<file path="src/rtl/uart_pkg.sv">
// Shared definitions for the UART transmit scheduler:
// peripheral register map, FSM encoding and per-state bus beats.
package uart_pkg;

    localparam logic [3:0] UART_A_DATA   = 4'h0;
    localparam logic [3:0] UART_A_RXD    = 4'h2;
    localparam logic [3:0] UART_A_TXBUSY = 4'h4;
    localparam logic [3:0] UART_A_RXBUSY = 4'h6;
    localparam logic [3:0] UART_A_START  = 4'h8;
    localparam logic [3:0] UART_A_RXGO   = 4'hA;
    localparam logic [3:0] UART_A_DONE   = 4'hB;
    localparam logic [3:0] UART_A_STOP   = 4'hC;

    typedef enum logic [2:0] {
        S_IDLE,
        S_WR_DATA,
        S_START,
        S_WAIT_RISE,
        S_WAIT_FALL,
        S_STOP,
        S_DONE
    } state_t;

    typedef struct packed {
        logic        cs;
        logic        rd;
        logic        wr;
        logic [3:0]  addr;
        logic [15:0] wdata;
    } bus_t;

    // Bus beat presented for the whole cycle spent in state s.
    function automatic bus_t bus_for(state_t s, logic [7:0] b);
        bus_t r;
        r = '0;
        case (s)
            S_WR_DATA: begin
                r.cs = 1'b1; r.wr = 1'b1;
                r.addr = UART_A_DATA; r.wdata = {8'h00, b};
            end
            S_START: begin
                r.cs = 1'b1; r.wr = 1'b1;
                r.addr = UART_A_START; r.wdata = 16'h0001;
            end
            S_WAIT_RISE, S_WAIT_FALL: begin
                r.cs = 1'b1; r.rd = 1'b1;
                r.addr = UART_A_TXBUSY;
            end
            S_STOP: begin
                r.cs = 1'b1; r.wr = 1'b1;
                r.addr = UART_A_STOP; r.wdata = 16'h0001;
            end
            default: r = '0;
        endcase
        return r;
    endfunction

endpackage

</file>
<file path="src/rtl/uart_tx_scheduler_rr_arbiter.sv">
// Combinational round-robin arbiter; search starts at pointer and wraps.
module rr_arbiter #(
    parameter int NREQ = 2
) (
    input  logic [NREQ-1:0] req,
    input  logic [2:0]      pointer,
    output logic [NREQ-1:0] grant,
    output logic [2:0]      index,
    output logic            valid
);

    always_comb begin
        int idx;
        grant = '0;
        index = '0;
        valid = 1'b0;
        idx   = 0;
        for (int k = 0; k < NREQ; k++) begin
            idx = int'(pointer) + k;
            if (idx >= NREQ) idx = idx - NREQ;
            if (!valid && req[idx]) begin
                valid      = 1'b1;
                grant[idx] = 1'b1;
                index      = 3'(idx);
            end
        end
    end

endmodule

</file>
<file path="src/rtl/uart_tx_scheduler.sv">
// Shares one UART transmitter between NREQ byte producers via the
// peripheral register bus, with poll timeouts and a sticky error flag.
module uart_tx_scheduler
    import uart_pkg::*;
#(
    parameter int NREQ    = 2,
    parameter int RISE_TO = 16,
    parameter int FALL_TO = 4096
) (
    input  logic              clk,
    input  logic              rst,
    input  logic [NREQ-1:0]   req,
    input  logic [8*NREQ-1:0] req_data,
    output logic [NREQ-1:0]   ack,
    output logic [2:0]        grant_id,
    output logic              busy,
    output logic              err,
    input  logic              err_clr,
    output logic              bus_cs,
    output logic              bus_rd,
    output logic              bus_wr,
    output logic [3:0]        bus_addr,
    output logic [15:0]       bus_wdata,
    input  logic [15:0]       bus_rdata
);

    localparam int CW = $clog2(FALL_TO + 1);
    localparam logic [CW-1:0] RISE_LIM = CW'(RISE_TO - 1);
    localparam logic [CW-1:0] FALL_LIM = CW'(FALL_TO - 1);

    state_t          state, state_nx;
    logic [CW-1:0]   cnt, cnt_nx;
    logic [2:0]      ptr, ptr_nx;
    logic [2:0]      gid, gid_nx;
    logic [7:0]      byte_q, byte_nx;
    logic            err_set;
    bus_t            bus_q;
    logic [NREQ-1:0] arb_grant;
    logic [2:0]      arb_idx;
    logic            arb_valid;
    logic            unused_rdata;

    assign unused_rdata = ^bus_rdata[15:1];

    rr_arbiter #(.NREQ(NREQ)) u_arb (
        .req     (req),
        .pointer (ptr),
        .grant   (arb_grant),
        .index   (arb_idx),
        .valid   (arb_valid)
    );

    always_comb begin
        state_nx = state;
        cnt_nx   = cnt;
        ptr_nx   = ptr;
        gid_nx   = gid;
        byte_nx  = byte_q;
        err_set  = 1'b0;
        case (state)
            S_IDLE: begin
                if (arb_valid) begin
                    gid_nx = arb_idx;
                    for (int i = 0; i < NREQ; i++)
                        if (arb_grant[i]) byte_nx = req_data[8*i +: 8];
                    state_nx = S_WR_DATA;
                end
            end
            S_WR_DATA: state_nx = S_START;
            S_START: begin
                cnt_nx   = '0;
                state_nx = S_WAIT_RISE;
            end
            S_WAIT_RISE: begin
                if (bus_rdata[0]) begin
                    cnt_nx   = '0;
                    state_nx = S_WAIT_FALL;
                end else if (cnt >= RISE_LIM) begin
                    err_set  = 1'b1;
                    state_nx = S_STOP;
                end else begin
                    cnt_nx = cnt + CW'(1);
                end
            end
            S_WAIT_FALL: begin
                if (!bus_rdata[0]) begin
                    state_nx = S_DONE;
                end else if (cnt >= FALL_LIM) begin
                    err_set  = 1'b1;
                    state_nx = S_STOP;
                end else begin
                    cnt_nx = cnt + CW'(1);
                end
            end
            S_STOP: state_nx = S_DONE;
            S_DONE: begin
                ptr_nx   = (gid == 3'(NREQ - 1)) ? 3'd0 : gid + 3'd1;
                state_nx = S_IDLE;
            end
            default: state_nx = S_IDLE;
        endcase
    end

    always_ff @(posedge clk or posedge rst) begin
        if (rst) begin
            state  <= S_IDLE;
            cnt    <= '0;
            ptr    <= '0;
            gid    <= '0;
            byte_q <= '0;
            bus_q  <= '0;
            err    <= 1'b0;
        end else begin
            state  <= state_nx;
            cnt    <= cnt_nx;
            ptr    <= ptr_nx;
            gid    <= gid_nx;
            byte_q <= byte_nx;
            // Register the beat of the state being entered so it is stable all cycle.
            bus_q  <= bus_for(state_nx, byte_nx);
            if (err_clr)      err <= 1'b0;
            else if (err_set) err <= 1'b1;
        end
    end

    assign ack       = (state == S_DONE) ? (NREQ'(1) << gid) : '0;
    assign grant_id  = gid;
    assign busy      = (state != S_IDLE);
    assign bus_cs    = bus_q.cs;
    assign bus_rd    = bus_q.rd;
    assign bus_wr    = bus_q.wr;
    assign bus_addr  = bus_q.addr;
    assign bus_wdata = bus_q.wdata;

endmodule

</file>
<file path="config.mk">
export PLATFORM = sky130hd
export DESIGN_NAME = uart_tx_scheduler
export DESIGN_NICKNAME = d
export VERILOG_FILES = /design/src/rtl/uart_pkg.sv /design/src/rtl/uart_tx_scheduler_rr_arbiter.sv /design/src/rtl/uart_tx_scheduler.sv
export SDC_FILE = /design/constraint.sdc
export NUM_CORES = 1
export LEC_CHECK = 0
export BUFFER_PORTS_ARGS = -buffer_cell sky130_fd_sc_hd__buf_2
export CORE_ASPECT_RATIO = 1.5
export CORE_MARGIN = 4
export CORE_UTILIZATION = 28
export DETAILED_ROUTE_END_ITERATION = 8
export PLACE_DENSITY = 0.44
export SETUP_SLACK_MARGIN = 0.2
export SLEW_MARGIN = 10
export SYNTH_ARGS = -nofsm -noshare
export SYNTH_HDL_FRONTEND = slang
export SYNTH_SLANG_ARGS = --single-unit
export TNS_END_PERCENT = 10
</file>
<file path="constraint.sdc">
create_clock -name clk -period 6.9 [get_ports clk]
set_input_delay 1.035 -clock clk [delete_from_list [all_inputs] [get_ports clk]]
set_output_delay 1.035 -clock clk [all_outputs]
set_load 0.01 [all_outputs]
</file>
==> flow_metrics.tcl <==
set metrics [dict create \
    status "finished clean" \
    syn_area_um2 2670 \
    dpl.hpwl_um 5080 \
    synth_top_flop_cell "dfrtp_1" \
    ir_drop_v 0.000232 \
    synth_edf_count 0 \
    final_nets 365 \
    die_y_um 128 \
    cts_hold_buf 0 \
    drtPass1Iterations 4 \
    ff_latch_area_um2 1100 \
    hp-class "flip-flop to flip-flop" \
    rsz0062_at_grt "false" \
    async_reset_ff_frac 1.00 \
    antenna_left 0 \
    synth.area.top_cells "dfrtp_1 41%, nand2_1 4.2%, nor2_1 3.5%, a2111oi_2 3.4%, buf_4 3.1%" \
    pwr_density_cell_nw_per_um2 413 \
    htree_levels 2 \
    die_area_um2 11200 \
    wl_per_cell_um 15.9 \
    crit_family "compound AO/OA/AOI/OAI gates" \
    drive_above_1_share 0.231 \
    clock-sinks 44 \
    io_buffers 41 \
    worst-slew-pin-transition_ns 0.965 \
    gr-max-usage-layer "met2" \
    power.leakage_nw 1.36 \
    core_um2 9250 \
    use_met1 0.162 \
    yosysWarnings 0 \
    max_freq_mhz 353 \
    crit_fanout 14 \
    critPathKind "flip-flop to flip-flop" \
    multiInputGateArea_um2 1400 \
    relSlewSlack 0.356 \
    path_buf_inv 0 \
    synth_top_area_cell "dfrtp_1" \
    critPathMaxStageDelay_ns 0.65 \
    num_io_pins 67 \
    root_buffer "clkbuf_16" \
    areaGrowthSynthToFinish_pct 15.9 \
    setup-violations-final 0 \
    finalHoldViolations 0 \
    cts_inserted_buffers 5 \
    ys_seq_area_frac 0.413 \
    grt_use_met2 0.228 \
    start_util 0.288 \
    drc 0 \
    die_w_um 87.7 \
    post-synth-top-count-cell "dfrtp_1" \
    track_usage 0.131 \
    worstSetupStartpointType "flip-flop" \
    cts_buffer_depth 2 \
    worstSkewPairLatency_ns 0.29 \
    drt_wl_total_um 6950 \
    fill_cells 1020 \
    clk_pin_slew_ns 0.07 \
    grt_max_degree 45 \
    maxCapViolCount 0 \
    drtIter0Drc 55 \
    tns_ns 0 \
    netlist_top_cells_count "44 x dfrtp_1, 30 x nand2_1, 25 x nor2_1" \
    layout_setup_ws_ns 4.07 \
    cts_tree "done" \
    grt_pass1_wl_um 11500 \
    finalCritPeriodShare 0.410 \
    use_met3 0.0245 \
    place_congestion 0.847 \
    synth-seq-cells 44 \
    synth_top_cell_area_share 0.413 \
    routed_via_density 5.20 \
    dp_slack_ns 4.08 \
    end_kind "flip-flop" \
    via_count 2271 \
    cp_data_required_time_ns 7.08 \
    syn-instance-count 286 \
    grt.overflow.total 0 \
    drv_slew 0 \
    syn_area_per_cell_um2 9.33 \
    path_cells "ha_1 > xnor2_1 > ha_1 > o41ai_4 > a31oi_1 > nor2_1 > a2111oi_2" \
    skew_ns 0.00637 \
    grt_pass1_vias 2160 \
    std_cell_rows 43 \
    fin_crit_ns 2.83 \
    postCtsSetupBuffers 0 \
    yosys.cell_types.count 57 \
    arrival_ns 3.01 \
    crit_slowest_cell "dfrtp_1" \
    ctsResizeCount 0 \
    crit_top_cell "ha_1" \
    antenna_found_initial 0 \
    antennaDiodeCount 0 \
]
## tightest hold or removal path: stages (launching register included)
cell and delay, ns:
dfrtp_1 0.37, inv_1 0.05, a31oi_1 0.06
## placed cells by master, fill, tap and decap left out, types with 2 or more instances in the layout
cell type and instances:
nand3_1 5, nand2b_1 7, and4_1 2, nand4_1 5, o221a_2 7, nand3b_1 2
o21ai_1 2, a31o_2 3, nor3_1 9, ha_1 4, clkbuf_16 5, buf_2 41
o21ai_0 14, mux2i_1 2, inv_1 18, mux2_4 2, a21o_1 3, a221oi_1 2
dfrtp_1 44, a32o_1 4, o31ai_1 6, and2_1 4, a32oi_1 4, a31oi_1 5
a21oi_1 10, nor2_1 25, nor2b_1 6, conb_1 10, a2111oi_2 6, nor4_1 4
nand2_1 30, xnor2_1 2, or4_1 5
## per-stage QoR
step           cells  power, mW  area (µm²)   util  hold WS (ns)
4_1_cts          437       1.30        3090  0.334         0.522
3_3_place_gp     429       1.01        2930  0.316         0.498
5_1_grt          437       1.38        3090  0.334         0.545
2_1_floorplan    295      0.855        2700      -         0.473
6_report         437       1.28        3090  0.334         0.519
3_5_place_dp     429       1.01        2930  0.316         0.507
## registers in the layout (all words and copies together) (netlist names), 2 cells and up
name and count:
grant_id 3, bus_wdata 8, state 3, ptr 3, bus_addr 2, cnt 13
byte_q 8
## final timing paths
kind	start	to	slack, ns	cells past startpoint
max in group asynchronous	rst	state[2]	5.33	2
min in group asynchronous	rst	cnt[5]	0.97	2
hold reg to reg	err	err	0.52	2
setup reg to reg	ptr[0]	bus_wdata[1]	4.07	7
hold / removal	err	err	0.52	2
setup / recovery	ptr[0]	bus_wdata[1]	4.07	7
## per-layer routing
| metal | routed length (µm) | vias to the layer above | share of wire |
|---|---|---|---|
| met2 | 3750 | 48 | 0.54 |
| met1 | 2840 | 1095 | 0.41 |
| li1 | - | 1121 | - |
| met4 | 106 | 0 | 0.015 |
| met5 | 0 | - | 0 |
| met3 | 251 | 7 | 0.036 |
## cell families after synthesis
kind of cell / count (synthesis) / synth area share
flip-flops: 44 / 0.413
other: 1 / 0.00141
AO/OA/AOI/OAI: 79 / 0.245
adder cells (fa/ha/maj): 4 / 0.0188
buffers and inverters: 39 / 0.0750
XOR/XNOR: 3 / 0.00985
multiplexers: 4 / 0.0188
AND/OR/NAND/NOR: 112 / 0.218
## report_power, final
part	internal (mW)	leakage (nW)	total, mW	switching (mW)
registers	0.339	0.566	0.430	0.0910
clock network	0.170	0.0798	0.276	0.106
logic	0.235	0.714	0.573	0.338
total	0.744	1.36	1.28	0.535
## area by class of cell
cell class / count / share of cell area
Multi-Input combinational cell: 212 / 0.453
Sequential cell: 44 / 0.356
Timing Repair Buffer: 42 / 0.0688
Tap cell: 112 / 0.0453
Clock buffer: 5 / 0.0405
Inverter: 19 / 0.0231
Clock inverter: 3 / 0.0138
Power figures use the tool's default switching activity.
